===== src/rtl/dmem_arbiter_if.sv =====
// Requester and RAM-side bus of the data-memory arbiter.
// The arbiter takes the slave view; the requesters/RAM side takes the master view.
interface dmem_arbiter_if;
    logic       _iCpuReq;
    logic       _iCpuWrite;
    logic [7:0] _iCpuAddr;
    logic [7:0] _iCpuWData;
    logic       _oCpuGnt;
    logic       _oCpuRValid;
    logic [7:0] _oCpuRData;

    logic       _iDbgReq;
    logic       _iDbgWrite;
    logic [7:0] _iDbgAddr;
    logic [7:0] _iDbgWData;
    logic       _oDbgGnt;
    logic       _oDbgRValid;
    logic [7:0] _oDbgRData;

    logic [7:0] _oMemAddr;
    logic [7:0] _oMemWData;
    logic       _oMemWrite;
    logic [7:0] _iMemRData;

    modport slave (
        input  _iCpuReq, _iCpuWrite, _iCpuAddr, _iCpuWData,
        output _oCpuGnt, _oCpuRValid, _oCpuRData,
        input  _iDbgReq, _iDbgWrite, _iDbgAddr, _iDbgWData,
        output _oDbgGnt, _oDbgRValid, _oDbgRData,
        output _oMemAddr, _oMemWData, _oMemWrite,
        input  _iMemRData
    );

    modport master (
        output _iCpuReq, _iCpuWrite, _iCpuAddr, _iCpuWData,
        input  _oCpuGnt, _oCpuRValid, _oCpuRData,
        output _iDbgReq, _iDbgWrite, _iDbgAddr, _iDbgWData,
        input  _oDbgGnt, _oDbgRValid, _oDbgRData,
        input  _oMemAddr, _oMemWData, _oMemWrite,
        output _iMemRData
    );
endinterface


===== src/rtl/dmem_arbiter.sv =====
// Shares one single-port 8-bit data RAM between the CPU and debug ports.
// Combinational grant, registered RAM lines, fixed 3-cycle read return.
module dmem_arbiter #(
    parameter bit FAIR = 1'b1
) (
    input  logic          _iClk,
    input  logic          _iReset,
    dmem_arbiter_if.slave bus
);
    logic       r_lastDbg;
    logic [1:0] r_vldPipe;
    logic [1:0] r_ownPipe;
    logic [7:0] r_memAddr;
    logic [7:0] r_memWData;
    logic       r_memWrite;
    logic       r_cpuRValid;
    logic       r_dbgRValid;
    logic [7:0] r_cpuRData;
    logic [7:0] r_dbgRData;

    logic       w_cpuGnt;
    logic       w_dbgGnt;
    logic       w_gnt;
    logic       w_write;
    logic [7:0] w_addr;
    logic [7:0] w_wdata;
    logic       w_retCpu;
    logic       w_retDbg;

    // CPU wins a contended cycle unless round-robin says Dbg is due.
    always_comb begin
        w_cpuGnt = _iReset & bus._iCpuReq & (!bus._iDbgReq | !FAIR | r_lastDbg);
        w_dbgGnt = _iReset & bus._iDbgReq & !w_cpuGnt;
        w_gnt    = w_cpuGnt | w_dbgGnt;
        w_write  = w_cpuGnt ? bus._iCpuWrite : bus._iDbgWrite;
        w_addr   = w_cpuGnt ? bus._iCpuAddr  : bus._iDbgAddr;
        w_wdata  = w_cpuGnt ? bus._iCpuWData : bus._iDbgWData;
        w_retCpu = r_vldPipe[1] & !r_ownPipe[1];
        w_retDbg = r_vldPipe[1] &  r_ownPipe[1];
    end

    always_ff @(posedge _iClk or negedge _iReset) begin
        if (!_iReset) begin
            r_lastDbg   <= 1'b1;
            r_vldPipe   <= '0;
            r_ownPipe   <= '0;
            r_memAddr   <= '0;
            r_memWData  <= '0;
            r_memWrite  <= 1'b0;
            r_cpuRValid <= 1'b0;
            r_dbgRValid <= 1'b0;
            r_cpuRData  <= '0;
            r_dbgRData  <= '0;
        end else begin
            if (w_gnt) begin
                r_lastDbg  <= w_dbgGnt;
                r_memAddr  <= w_addr;
                r_memWData <= w_wdata;
            end
            r_memWrite  <= w_gnt & w_write;
            // Stage 1 lines up with the cycle the RAM presents read data.
            r_vldPipe   <= {r_vldPipe[0], w_gnt & !w_write};
            r_ownPipe   <= {r_ownPipe[0], w_dbgGnt};
            r_cpuRValid <= w_retCpu;
            r_dbgRValid <= w_retDbg;
            if (w_retCpu) r_cpuRData <= bus._iMemRData;
            if (w_retDbg) r_dbgRData <= bus._iMemRData;
        end
    end

    assign bus._oCpuGnt    = w_cpuGnt;
    assign bus._oDbgGnt    = w_dbgGnt;
    assign bus._oCpuRValid = r_cpuRValid;
    assign bus._oDbgRValid = r_dbgRValid;
    assign bus._oCpuRData  = r_cpuRData;
    assign bus._oDbgRData  = r_dbgRData;
    assign bus._oMemAddr   = r_memAddr;
    assign bus._oMemWData  = r_memWData;
    assign bus._oMemWrite  = r_memWrite;
endmodule


===== src/flat_wrapper.sv =====
// flat-port wrapper written by rule: the top's interface ports become plain ports
module dmem_arbiter_flat 
#(
    parameter bit FAIR = 1'b1
)
  (_iClk, _iReset, bus__iCpuReq, bus__iCpuWrite, bus__iCpuAddr, bus__iCpuWData, bus__oCpuGnt, bus__oCpuRValid, bus__oCpuRData, bus__iDbgReq, bus__iDbgWrite, bus__iDbgAddr, bus__iDbgWData, bus__oDbgGnt, bus__oDbgRValid, bus__oDbgRData, bus__oMemAddr, bus__oMemWData, bus__oMemWrite, bus__iMemRData);
  dmem_arbiter_if bus_i ();
  input  logic _iClk;
  input  logic _iReset;
  input wire logic [$bits(bus_i._iCpuReq)-1:0] bus__iCpuReq;
  input wire logic [$bits(bus_i._iCpuWrite)-1:0] bus__iCpuWrite;
  input wire logic [$bits(bus_i._iCpuAddr)-1:0] bus__iCpuAddr;
  input wire logic [$bits(bus_i._iCpuWData)-1:0] bus__iCpuWData;
  output wire logic [$bits(bus_i._oCpuGnt)-1:0] bus__oCpuGnt;
  output wire logic [$bits(bus_i._oCpuRValid)-1:0] bus__oCpuRValid;
  output wire logic [$bits(bus_i._oCpuRData)-1:0] bus__oCpuRData;
  input wire logic [$bits(bus_i._iDbgReq)-1:0] bus__iDbgReq;
  input wire logic [$bits(bus_i._iDbgWrite)-1:0] bus__iDbgWrite;
  input wire logic [$bits(bus_i._iDbgAddr)-1:0] bus__iDbgAddr;
  input wire logic [$bits(bus_i._iDbgWData)-1:0] bus__iDbgWData;
  output wire logic [$bits(bus_i._oDbgGnt)-1:0] bus__oDbgGnt;
  output wire logic [$bits(bus_i._oDbgRValid)-1:0] bus__oDbgRValid;
  output wire logic [$bits(bus_i._oDbgRData)-1:0] bus__oDbgRData;
  output wire logic [$bits(bus_i._oMemAddr)-1:0] bus__oMemAddr;
  output wire logic [$bits(bus_i._oMemWData)-1:0] bus__oMemWData;
  output wire logic [$bits(bus_i._oMemWrite)-1:0] bus__oMemWrite;
  input wire logic [$bits(bus_i._iMemRData)-1:0] bus__iMemRData;
  assign bus_i._iCpuReq = bus__iCpuReq;
  assign bus_i._iCpuWrite = bus__iCpuWrite;
  assign bus_i._iCpuAddr = bus__iCpuAddr;
  assign bus_i._iCpuWData = bus__iCpuWData;
  assign bus__oCpuGnt = bus_i._oCpuGnt;
  assign bus__oCpuRValid = bus_i._oCpuRValid;
  assign bus__oCpuRData = bus_i._oCpuRData;
  assign bus_i._iDbgReq = bus__iDbgReq;
  assign bus_i._iDbgWrite = bus__iDbgWrite;
  assign bus_i._iDbgAddr = bus__iDbgAddr;
  assign bus_i._iDbgWData = bus__iDbgWData;
  assign bus__oDbgGnt = bus_i._oDbgGnt;
  assign bus__oDbgRValid = bus_i._oDbgRValid;
  assign bus__oDbgRData = bus_i._oDbgRData;
  assign bus__oMemAddr = bus_i._oMemAddr;
  assign bus__oMemWData = bus_i._oMemWData;
  assign bus__oMemWrite = bus_i._oMemWrite;
  assign bus_i._iMemRData = bus__iMemRData;
  dmem_arbiter #(.FAIR(FAIR)) u_core (._iClk(_iClk), ._iReset(_iReset), .bus(bus_i));
endmodule

===== config.mk =====
export PLATFORM = sky130hd
export DESIGN_NAME = dmem_arbiter_flat
export DESIGN_NICKNAME = d
export VERILOG_FILES = /design/src/rtl/dmem_arbiter_if.sv /design/src/rtl/dmem_arbiter.sv /design/src/flat_wrapper.sv
export SDC_FILE = /design/constraint.sdc
export NUM_CORES = 1
export LEC_CHECK = 0
export ABC_AREA = 0
export ABC_CLOCK_PERIOD_IN_PS = 1300
export BUFFER_PORTS_ARGS = -buffer_cell sky130_fd_sc_hd__buf_2
export CAP_MARGIN = 20
export CORE_MARGIN = 1.5
export CORE_UTILIZATION = 40
export DETAILED_ROUTE_END_ITERATION = 6
export GPL_TIMING_DRIVEN = 0
export HOLD_SLACK_MARGIN = 0.08
export PLACE_DENSITY = 0.75
export SLEW_MARGIN = 25
export SYNTH_ARGS = -nofsm -noshare
export SYNTH_HDL_FRONTEND = slang
export SYNTH_SLANG_ARGS = --single-unit

===== constraint.sdc =====
create_clock -name _iClk -period 1.3 [get_ports _iClk]
set_input_delay 0.065 -clock _iClk [delete_from_list [all_inputs] [get_ports _iClk]]
set_output_delay 0.065 -clock _iClk [all_outputs]
set_load 0.01 [all_outputs]

==> summary.md, run 1 <==
| Metric | Value |
|---|---|
| Req. time, crit path | 1470 ps |
| Post-Syn Area per Cell | 14.66 µm² |
| HPWL after DPL | 2.394 mm |
| Critical R2R Capture | u_core.r_vldPipe[0]$_DFF_PN0_ |
| Post-synth cell types | 21 |
| Post-synth net total | 154 |
| Final Hold Viols | 40 |
| Io pins | 83 |
| Worst setup margin | -14.01 ps |
| Net switching power | 0.9427 mW |
| Gr ovfl total | 0 |
| Post-Syn Instances | 108 |
| Htree depth | 2 |
| Largest family of logic cells by synthesized area | compound AO/OA/AOI/OAI gates |
| Port-buffer cells | 82 |
| Tot Pwr | 3.630 mW |
| Sequential power share | 44.3% |
| R2r worst-path depth | 3 |
| Num CTS Buffers | 5 |
| Post-cts hold buffer count | 40 |
| Routability cong. | 0.8079 |
| Routed wire length | 4.240 mm |
| Clk pin slew, worst setup/hold paths | 70 ps |
| First-pass DRT Iterations | 4 |
| Switching share of power | 25.97% |
| Vias in the first global route | 1432 |
| Area of the core | 3744 µm² |
| Insertion delay to the later sink of the worst-skew pair | 280 ps |
| Status | finished with violations |
| PwrDens | 1368 nW/µm² |
| Crit Path Category | flop to flop |
| Wire per inst | 14.57 µm |
| Post-DRT Antenna Nets | 0 |
| Critical path endpoint category | flop |
| CTS Sinks | 40 |
| Row cnt | 22 |
| Vias per cell | 4.821 |
| Reg2Reg Launch Point | u_core.r_lastDbg$_DFFE_PN1P_ |
| Fmax | 0.7610 GHz |
| Largest net degree at the start of global routing | 44 |
| Startpoint types | flop |
| DP Cell Count | 238 |
| Root Driver | clkbuf_8 |
| Synthesis Warnings | 0 |
| Compound-Gate Fraction of Synth Area | 12.73% |
| Mux cell area share after synthesis | 11.38% |
| Clock skew | 7.940 ps |
| Adder-Cell Fraction of Synth Area | 0% |
| Hold WS | -318.4 ps |
| Post-synthesis sequential area ratio | 63.32% |
| Worst slew pin tran | 409.0 ps |
| Leak | 1.325 nW |
| Die width | 65.91 µm |
| Min cycle time layout | 1314 ps |
| Proportion of layout cells with a drive suffix above 1 | 51.85% |
| Worst EP arrival | 1490 ps |
| Initial antenna violation count | 0 |
| MaxCap Viol Count | 0 |
| GRT Total Usage | 20.48% |
| Fin cells | 291 |
| Endpoints failing setup | 1 |
| Failing checks | hold timing, setup timing |
| NumNets Final | 288 |
| RSZ-0062 raised after global routing | true |
| CTS Buffer Depth | 2 |
| Logic pwr share | 25.7% |
| Slew margin rel. | 72.67% |
| Initial Util | 42.28% |
| Hold Crit Class | primary input to asynchronous set/reset pin |
| P&R area growth vs syn | 67.59% |
| Final Cycle Share | 101.1% |
| N_diodes | 0 |
| Iter 0 DRT Violations | 58 |
| Int Power | 2.687 mW |
| Maximum VDD drop | 0.0006418 V |
| Xor-xnor portion of the synthesized cell area | 0% |
| Die height | 65.91 µm |
| CP max FO | 3 |
| CTS tree | done |
| Slew Viols, Final | 0 |
| Die Area | 4343 µm² |
| Global-route wire length before repair | 6.693 mm |
| Power share of the clock group | 30.0% |
| FF+latch count, synth | 40 |
| Synth Area in Simple Gates | 10.36% |
| Mapped cell area | 1583 µm² |
| Via count | 1403 |
| Worst reg2reg setup slack | -10 ps |
| DRC errors left | 0 |
## cell families after synthesis
kind of cell | Yosys count
AOI/OAI and AO/OA | 21
and+or+nand+nor | 25
muxes | 16
DFF | 40
buffers and inverters | 6
## cell type report
| cell class | count | area (µm²) |
|---|---|---|
| Tap cell | 48 | 60.06 |
| Fill cell | 253 | 1091 |
| Buffer | 4 | 31.28 |
| Inverter | 2 | 7.507 |
| Clock buffer | 7 | 96.34 |
| Timing Repair Buffer | 127 | 872.1 |
| Sequential cell | 40 | 1002 |
| Multi-Input combinational cell | 62 | 553.0 |
| Clock inverter | 1 | 30.03 |
## flip-flops by register name (all words and copies together) (netlist names), 2 cells and up
register and count:
u_core.bus._oCpuRData 8, u_core.r_ownPipe 2, u_core.bus._oMemAddr 8, u_core.r_vldPipe 2
u_core.bus._oDbgRData 8, u_core.bus._oMemWData 8
## critical path, cell delays in order, from the launching register on
cell     delay, ps
dfstp_2        600
nor2b_4         60
or3b_1         370
and3b_1        180
## cells in the mapped netlist
master / count / share of area (%)
dfstp_2: 1 / 1.7
clkbuf_1: 1 / 0.24
buf_6: 1 / 0.71
dfrtp_1: 39 / 62
nand2_1: 4 / 0.95
a21oi_1: 1 / 0.32
nor2_4: 1 / 0.71
and3b_1: 1 / 0.55
nor2b_4: 1 / 0.87
mux2_2: 16 / 11
a21oi_2: 1 / 0.55
and2_1: 16 / 6.3
buf_2: 1 / 0.32
o21ai_0: 2 / 0.63
or3b_1: 1 / 0.55
nand2b_1: 1 / 0.40
a221o_2: 7 / 5.0
inv_1: 2 / 0.47
buf_4: 1 / 0.47
a221o_1: 9 / 5.7
o21ai_2: 1 / 0.55
## worst max path at each step
stage                                       startpoint                              endpoint  slack (ps)  cells after the start
after CTS                 u_core.r_lastDbg$_DFFE_PN1P_                          bus__oCpuGnt         -40                      4
after global placement                         _iReset  u_core.bus._oMemWData[4]$_DFFE_PN0P_        -660                      5
final                     u_core.r_lastDbg$_DFFE_PN1P_         u_core.r_vldPipe[0]$_DFF_PN0_         -10                      3
after detailed placement                       _iReset  u_core.bus._oMemWData[3]$_DFFE_PN0P_        -700                      5
after global routing      u_core.r_lastDbg$_DFFE_PN1P_         u_core.r_vldPipe[0]$_DFF_PN0_         -50                      3
after floorplan           u_core.r_lastDbg$_DFFE_PN1P_         u_core.r_vldPipe[0]$_DFF_PN0_          40                      3
## per-layer routing
layer	wire, µm	track usage (%)	up-vias
met5	0	0	-
met4	87	7.292	0
met3	335	5.622	8
met2	2056	36.11	75
met1	1760	23.69	659
li1	-	-	661
## power groups by stage
stage / sequential, mW / combinational [mW] / clock, mW
floorplan: 1.73 / 0.306 / 0
global placement: 1.62 / 0.781 / 0
detailed placement: 1.62 / 0.797 / 0
CTS: 1.60 / 0.917 / 1.11
global route: 1.63 / 1.01 / 1.18
finish: 1.61 / 0.933 / 1.09
## cells in the final DEF, fill, tap and decap left out, drive strengths merged
| cell type | n |
|---|---|
| dfrtp | 39 |
| and3b | 1 |
| buf | 90 |
| nand2 | 4 |
| and2 | 16 |
| dlygate4sd3 | 40 |
| clkbuf | 8 |
| a221o | 16 |
| nor2 | 1 |
| mux2 | 16 |
| nor2b | 1 |
| bufinv | 1 |
| inv | 2 |
| dfstp | 1 |
| a21oi | 2 |
| or3b | 1 |
| nand2b | 1 |
| o21ai | 3 |
## per-stage QoR
stage          worst slack (ps)  area (µm²)  util, %  hold slack [ps]  TNS (ps)
3_5_place_dp             -699.2        2053    54.85            247.5    -11860
5_1_grt                  -47.27        2653    70.86           -302.5    -179.2
4_1_cts                  -37.31        2644    70.62           -315.6    -57.45
2_1_floorplan             41.21        1583        -           -230.6         0
3_3_place_gp             -655.5        2053    54.85            242.6    -11480
6_report                 -14.01        2653    70.86           -318.4    -14.01
## repair_timing
item                                    in CTS  in global routing
cloned                                       0                  1
pin swaps                                    7                  6
endpoints found under the setup margin      21                 16
buffers inserted                             4                  0
resized for setup                            7                  1
endpoints found under the hold margin       72                 40
Note: power is estimated with default switching activity, not from simulation.
==> inputs of run 2 (changes only) <==
- CELL_PAD_IN_SITES_DETAIL_PLACEMENT: default -> 0
- CELL_PAD_IN_SITES_GLOBAL_PLACEMENT: default -> 1
- CORE_UTILIZATION: 40 -> 30
- PLACE_DENSITY: 0.75 -> default
- PLACE_DENSITY_LB_ADDON: default -> 0.1
==> run 2 against run 1 <==
The flow still finishes with violations (hold timing, setup timing). Count of clock-buffer cells in the layout unchanged. Critical path depth up 2. Fmax down 0.99%. Register-to-register slack about the same. Combinational power down 0.4%. Via count down 0.43%. Final cell count up 7.6%. Clock power about the same. Non-clock buffer count unchanged. Die area up 32%. Largest cell class unchanged. Largest power group unchanged. Highest routed layer unchanged.
==> summary.md, run 2 (synthesis gave the netlist of run 1 again) <==
| Metric | Value |
|---|---|
| First-pass DRT Iterations | 4 (unchanged) |
| Iter 0 DRT Violations | 29 (-50%) |
| Row cnt | 26 (+18%) |
| Final Hold Viols | 40 (unchanged) |
| Hold Crit Class | primary input to asynchronous set/reset pin |
| RSZ-0062 raised after global routing | true |
| Final Util | 52.57% (-18 points) |
| Critical path endpoint category | flop |
| Fmax | 0.7535 GHz (-0.99%) |
| Insertion delay to the later sink of the worst-skew pair | 290 ps (about the same) |
| Req. time, crit path | 1470 ps (about the same) |
| Commonest non-fill, non-tap cell in the layout | buf_2 |
| Worst EP arrival | 1500 ps (about the same) |
| GRT Total Usage | 15.20% (-5.3 points) |
| Post-cts hold buffer count | 41 (+2.5%) |
| Vias per cell | 4.463 (-7.4%) |
| Die Area | 5721 µm² (+32%) |
| Maximum VDD drop | 0.0005675 V (-12%) |
| DP Cell Count | 260 (+9.2%) |
| Crit Path Category | flop to flop |
| Global-route wire length before repair | 6.479 mm (-3.2%) |
| Proportion of layout cells with a drive suffix above 1 | 51.85% (unchanged) |
| Fin cells | 313 (+7.6%) |
| CTS Sinks | 40 (unchanged) |
| Worst setup margin | -27.19 ps (-13.18 ps) |
| Via count | 1397 (-0.43%) |
| Final setup TNS | -105.7 ps (-91.73 ps) |
| Io pins | 83 (unchanged) |
| Routability cong. | 0.6793 (-16%) |
| Initial antenna violation count | 0 (unchanged) |
| Post-DRT Antenna Nets | 0 (unchanged) |
| Clk pin slew, worst setup/hold paths | 80 ps (about the same) |
| Status | finished with violations |
| CTS Buffer Depth | 2 (unchanged) |
| Slew margin rel. | 74.31% (+1.6 points) |
| Die height | 75.64 µm (+15%) |
| Hold WS | -318.4 ps (+0.02400 ps) |
| N_diodes | 0 (unchanged) |
| Routed wire length | 4.289 mm (+1.2%) |
| Port-buffer cells | 82 (unchanged) |
| DRC errors left | 0 (unchanged) |
| Wire per inst | 13.70 µm (-6.0%) |
| Slew Viols, Final | 0 (unchanged) |
| PwrDens | 1347 nW/µm² (-1.6%) |
| HPWL after DPL | 2.689 mm (+12%) |
| Gr ovfl total | 0 (unchanged) |
| Worst slew pin tran | 385.4 ps (-23.68 ps) |
| Vias in the first global route | 1460 (+2.0%) |
| Htree depth | 2 (unchanged) |
| Num CTS Buffers | 5 (unchanged) |
| Worst reg2reg setup slack | -30 ps (about the same) |
| Fillers | 464 (+83%) |
| Root Driver | clkbuf_8 |
| Area of the core | 5107 µm² (+36%) |
| Most frequent cells in the layout | buf_2, dlygate4sd3_1, dfrtp_1 |
| Startpoint types | flop |
| Die width | 75.64 µm (+15%) |
| Largest net degree at the start of global routing | 44 (unchanged) |
| Clock skew | 9.727 ps (+1.787 ps) |
| Endpoints failing setup | 7 (+6) |
| Initial Util | 30.99% (-11 points) |
| Leak | 1.325 nW (about the same) |
| MaxCap Viol Count | 0 (unchanged) |
| NumNets Final | 288 (unchanged) |
| CTS tree | done |
| Final Cycle Share | 102.1% (+1.0 points) |
| CP max FO | 9 (+6) |
| Min cycle time layout | 1327 ps (+13.18 ps) |
| Tot Pwr | 3.617 mW (-0.35%) |
| Failing checks | hold timing, setup timing |
| P&R area growth vs syn | 69.64% |
## run 2: cell types whose count changed in the layout (fill, tap and decap cells not counted)
cell | before | now
or3b_1 | 1 | 0
dlygate4sd3_1 | 40 | 41
buf_4 | 2 | 1
or3b_4 | 0 | 1
## run 2: cell type report
type                            instances  area (µm²)  share of cell area, %
Buffer                                  4       31.28                  1.165
Inverter                                2       7.507                 0.2796
Multi-Input combinational cell         62       555.5                  20.69
Timing Repair Buffer                  127       874.6                  32.57
Clock inverter                          1       30.03                  1.118
Clock buffer                            7       96.34                  3.588
Tap cell                               70       87.58                  3.262
Sequential cell                        40        1002                  37.33
## run 2: through the flow
stage                     cell area [µm²]  setup slack (ps)
after floorplan                      1583             41.21
after global placement               2081            -701.8
after detailed placement             2081            -754.1
after CTS                            2678            -61.40
after global routing                 2685            -81.74
final                                2685            -27.19
## run 2: routing by layer
layer | share of wire [%] | track usage (%)
met5 | 0 | 0
met4 | 2.4 | 7.540
met3 | 6.3 | 4.630
met2 | 50 | 26.12
met1 | 41 | 17.13
## run 2: power by group
group | internal [mW] | switching [mW]
logic | 0.522 | 0.407
registers | 1.48 | 0.111
clock network | 0.677 | 0.416
total | 2.68 | 0.934
## run 2: timing repair
item | CTS | global route
setup endpoints to repair | 21 | 20
cloned | 0 | 1
pin swaps | 7 | 6
hold endpoints to repair | 73 | 40
setup buffers | 3 | 0
gates resized for setup | 8 | 1
## run 2: critical path, stage by stage (launching register included)
cell and delay, ps:
dfstp_2 410, nor2b_4 160, nor2_4 50, buf_6 120, buf_6 130, a221o_1 340
## run 2: worst paths after layout
check                                               from                                   end  cells after the start
hold / removal                                   _iReset         u_core.r_ownPipe[0]$_DFF_PN0_                      1
hold reg to reg            u_core.r_ownPipe[0]$_DFF_PN0_         u_core.r_ownPipe[1]$_DFF_PN0_                      0
setup / recovery            u_core.r_lastDbg$_DFFE_PN1P_  u_core.bus._oMemWData[3]$_DFFE_PN0P_                      5
max in group asynchronous                        _iReset          u_core.r_lastDbg$_DFFE_PN1P_                      1
setup reg to reg            u_core.r_lastDbg$_DFFE_PN1P_  u_core.bus._oMemWData[3]$_DFFE_PN0P_                      5
min in group _iClk                          bus__iDbgReq          u_core.r_lastDbg$_DFFE_PN1P_                      3
==> inputs of run 3 (changes only) <==
==> constraint.sdc (replaced) <==
create_clock -name _iClk -period 1.3 [get_ports _iClk]
set_input_delay 0.13 -clock _iClk [delete_from_list [all_inputs] [get_ports _iClk]]
set_output_delay 0.13 -clock _iClk [all_outputs]
set_load 0.01 [all_outputs]
==> run 3 against run 2 <==
The run still ends with hold timing, setup timing left. Global-route usage down 0.72 points. Flip-flop and latch count unchanged. Register-to-register slack worse by 20 ps. Utilization down 2.2 points. Highest routed layer unchanged.
==> summary.md, run 3 (synthesis gave the netlist of run 1 again) <==
| Metric | Value |
|---|---|
| Hold WS | -246.6 ps (+71.80 ps) |
| Reg2Reg Launch Point | u_core.r_lastDbg$_DFFE_PN1P_ |
| Die Area | 5721 µm² (unchanged) |
| Final Hold Viols | 39 (-2.5%) |
| Tot Pwr | 3.582 mW (-0.96%) |
| Critical path's top delay family | flip-flops |
| Critical path depth in cells | 4 (-1) |
| Die width | 75.64 µm (unchanged) |
| Cell Chain, Critical Path | nor2b_4 > nor2_4 > buf_6 > buf_6 |
| Gr ovfl total | 0 (unchanged) |
| Maximum VDD drop | 0.0005619 V (-0.98%) |
| Worst reg2reg setup slack | -50 ps (-20 ps) |
| Initial antenna violation count | 0 (unchanged) |
| Clk pin slew, worst setup/hold paths | 80 ps (about the same) |
| Final Cycle Share | 105.3% (+3.2 points) |
| Post-cts hold buffer count | 27 (-34%) |
| Num CTS Buffers | 5 (unchanged) |
| Worst setup margin | -69.41 ps (-42.22 ps) |
| Proportion of layout cells with a drive suffix above 1 | 55.79% (+3.9 points) |
| CTS Sinks | 40 (unchanged) |
| Iter 0 DRT Violations | 23 (-21%) |
| Slew Viols, Final | 0 (unchanged) |
| Vias per cell | 4.469 (+0.12%) |
| Fmax | 0.7302 GHz (-3.1%) |
| First-pass DRT Iterations | 4 (unchanged) |
| CP Capture Point | bus__oCpuGnt |
| HPWL after DPL | 2.689 mm (unchanged) |
| Req. time, crit path | 1170 ps (-300 ps) |
| Crit Path Category | flop to output pin |
| Root Driver | clkbuf_8 |
| Routed wire length | 4.088 mm (-4.7%) |
| MaxCap Viol Count | 0 (unchanged) |
| Register area | 1002 µm² (unchanged) |
| CP max FO | 4 (-5) |
| Clock skew | 4.246 ps (-5.480 ps) |
| Initial Util | 30.99% (unchanged) |
| Startpoint types | flop |
| GRT Total Usage | 14.48% (-0.72 points) |
| Failing checks | hold timing, setup timing |
| Slew margin rel. | 74.29% (about the same) |
| Area of the core | 5107 µm² (unchanged) |
| Hold Crit Class | primary input to asynchronous set/reset pin |
| Global-route wire length before repair | 6.147 mm (-5.1%) |
| Vias in the first global route | 1342 (-8.1%) |
| NumNets Final | 278 (-3.5%) |
| Fillers | 479 (+3.2%) |
| Critical R2R Capture | u_core.r_vldPipe[0]$_DFF_PN0_ |
| PwrDens | 1392 nW/µm² (+3.4%) |
| N_diodes | 0 (unchanged) |
| Crit-path most repeated cell | buf_6 |
| Leak | 1.286 nW (-3.0%) |
| Port-buffer cells | 82 (unchanged) |
| P&R area growth vs syn | 62.53% |
| Wire per inst | 13.49 µm (-1.5%) |
| Largest net degree at the start of global routing | 44 (unchanged) |
| Crit path from | u_core.r_lastDbg$_DFFE_PN1P_ |
| R2r worst-path depth | 3 (-2) |
| RSZ-0062 raised after global routing | true |
| Most frequent cells in the layout | buf_2, dfrtp_1, dlygate4sd3_1 |
| Die height | 75.64 µm (unchanged) |
| Htree depth | 2 (unchanged) |
| Insertion delay to the later sink of the worst-skew pair | 280 ps (about the same) |
| Via count | 1354 (-3.1%) |
| Row cnt | 26 (unchanged) |
| Routability cong. | 0.6793 (unchanged) |
| Post-DRT Antenna Nets | 0 (unchanged) |
| Critical path endpoint category | output pin |
| Min cycle time layout | 1369 ps (+42.22 ps) |
| CP max stage cell | dfstp_2 |
| Endpoints failing setup | 12 (+5) |
| Status | finished with violations |
| Critical path buffers and inverters | 2 (unchanged) |
| Multi-input combinational cell area | 556.8 µm² (+0.23%) |
| Worst slew pin tran | 385.7 ps (+0.3643 ps) |
| Max incr delay on CP | 600 ps (+190 ps) |
| DRC errors left | 0 (unchanged) |
| Worst EP arrival | 1240 ps (-260 ps) |
| Io pins | 83 (unchanged) |
| Commonest non-fill, non-tap cell in the layout | buf_2 |
| CTS Buffer Depth | 2 (unchanged) |
| CTS tree | done |
-- run 3: cell types whose count changed in the layout (fill, tap and decap cells not counted) --
cell,delta
or3b_1,+1
buf_4,+5
or3b_4,-1
buf_6,-1
a21oi_2,+1
dlygate4sd3_1,-14
a21oi_1,-1
-- run 3: area by class of cell --
cell class	instances	share of cell area, %
sequential	40	38.96
inverter	2	0.2918
clock inverter	1	1.167
timing repair buffer	117	29.57
clock buffer	7	3.745
multi-input combinational	62	21.64
tap	70	3.405
buffer	4	1.216
-- run 3: repair_timing --
item,CTS,global route
buffers inserted,3,4
pin swaps,3,6
resized for setup,7,1
setup endpoints to repair,21,20
cloned,0,1
endpoints found under the hold margin,55,39
-- run 3: metrics by stage --
stage | setup slack, ps | setup TNS, ps | instance area, µm² | util [%] | instances
CTS | -121.2 | -721.9 | 2534 | 49.61 | 298
finish | -69.41 | -413.9 | 2572 | 50.37 | 303
detailed placement | -819.1 | -14770 | 2081 | 40.74 | 260
global route | -129.9 | -1132 | 2572 | 50.37 | 303
global placement | -766.8 | -13740 | 2081 | 40.74 | 260
floorplan | 41.21 | 0 | 1583 | - | 108
-- run 3: worst min path at each step --
stage / start / slack, ps / to / cells past startpoint
floorplan: _iReset / -170 / u_core.bus._oCpuRData[0]$_DFFE_PN0P_ / 0
global placement: _iReset / 320 / u_core.bus._oDbgRData[6]$_DFFE_PN0P_ / 1
detailed placement: _iReset / 340 / u_core.bus._oCpuRData[6]$_DFFE_PN0P_ / 1
CTS: _iReset / -250 / u_core.r_ownPipe[0]$_DFF_PN0_ / 1
global route: _iReset / -230 / u_core.r_ownPipe[0]$_DFF_PN0_ / 1
finish: _iReset / -250 / u_core.bus._oMemWData[6]$_DFFE_PN0P_ / 1
-- run 3: power breakdown --
part	leakage [nW]	total (mW)	internal [mW]	switching [mW]
combinational	0.734	0.903	0.502	0.401
sequential	0.487	1.59	1.48	0.110
clock	0.0645	1.08	0.677	0.407
-- run 3: per-layer routing --
metal	wire length, µm	global-route usage [%]	up-vias
met5	0	0	-
met4	74	6.548	0
met3	261	4.365	7
met2	2053	24.66	50
met1	1698	16.79	655
li1	-	-	642
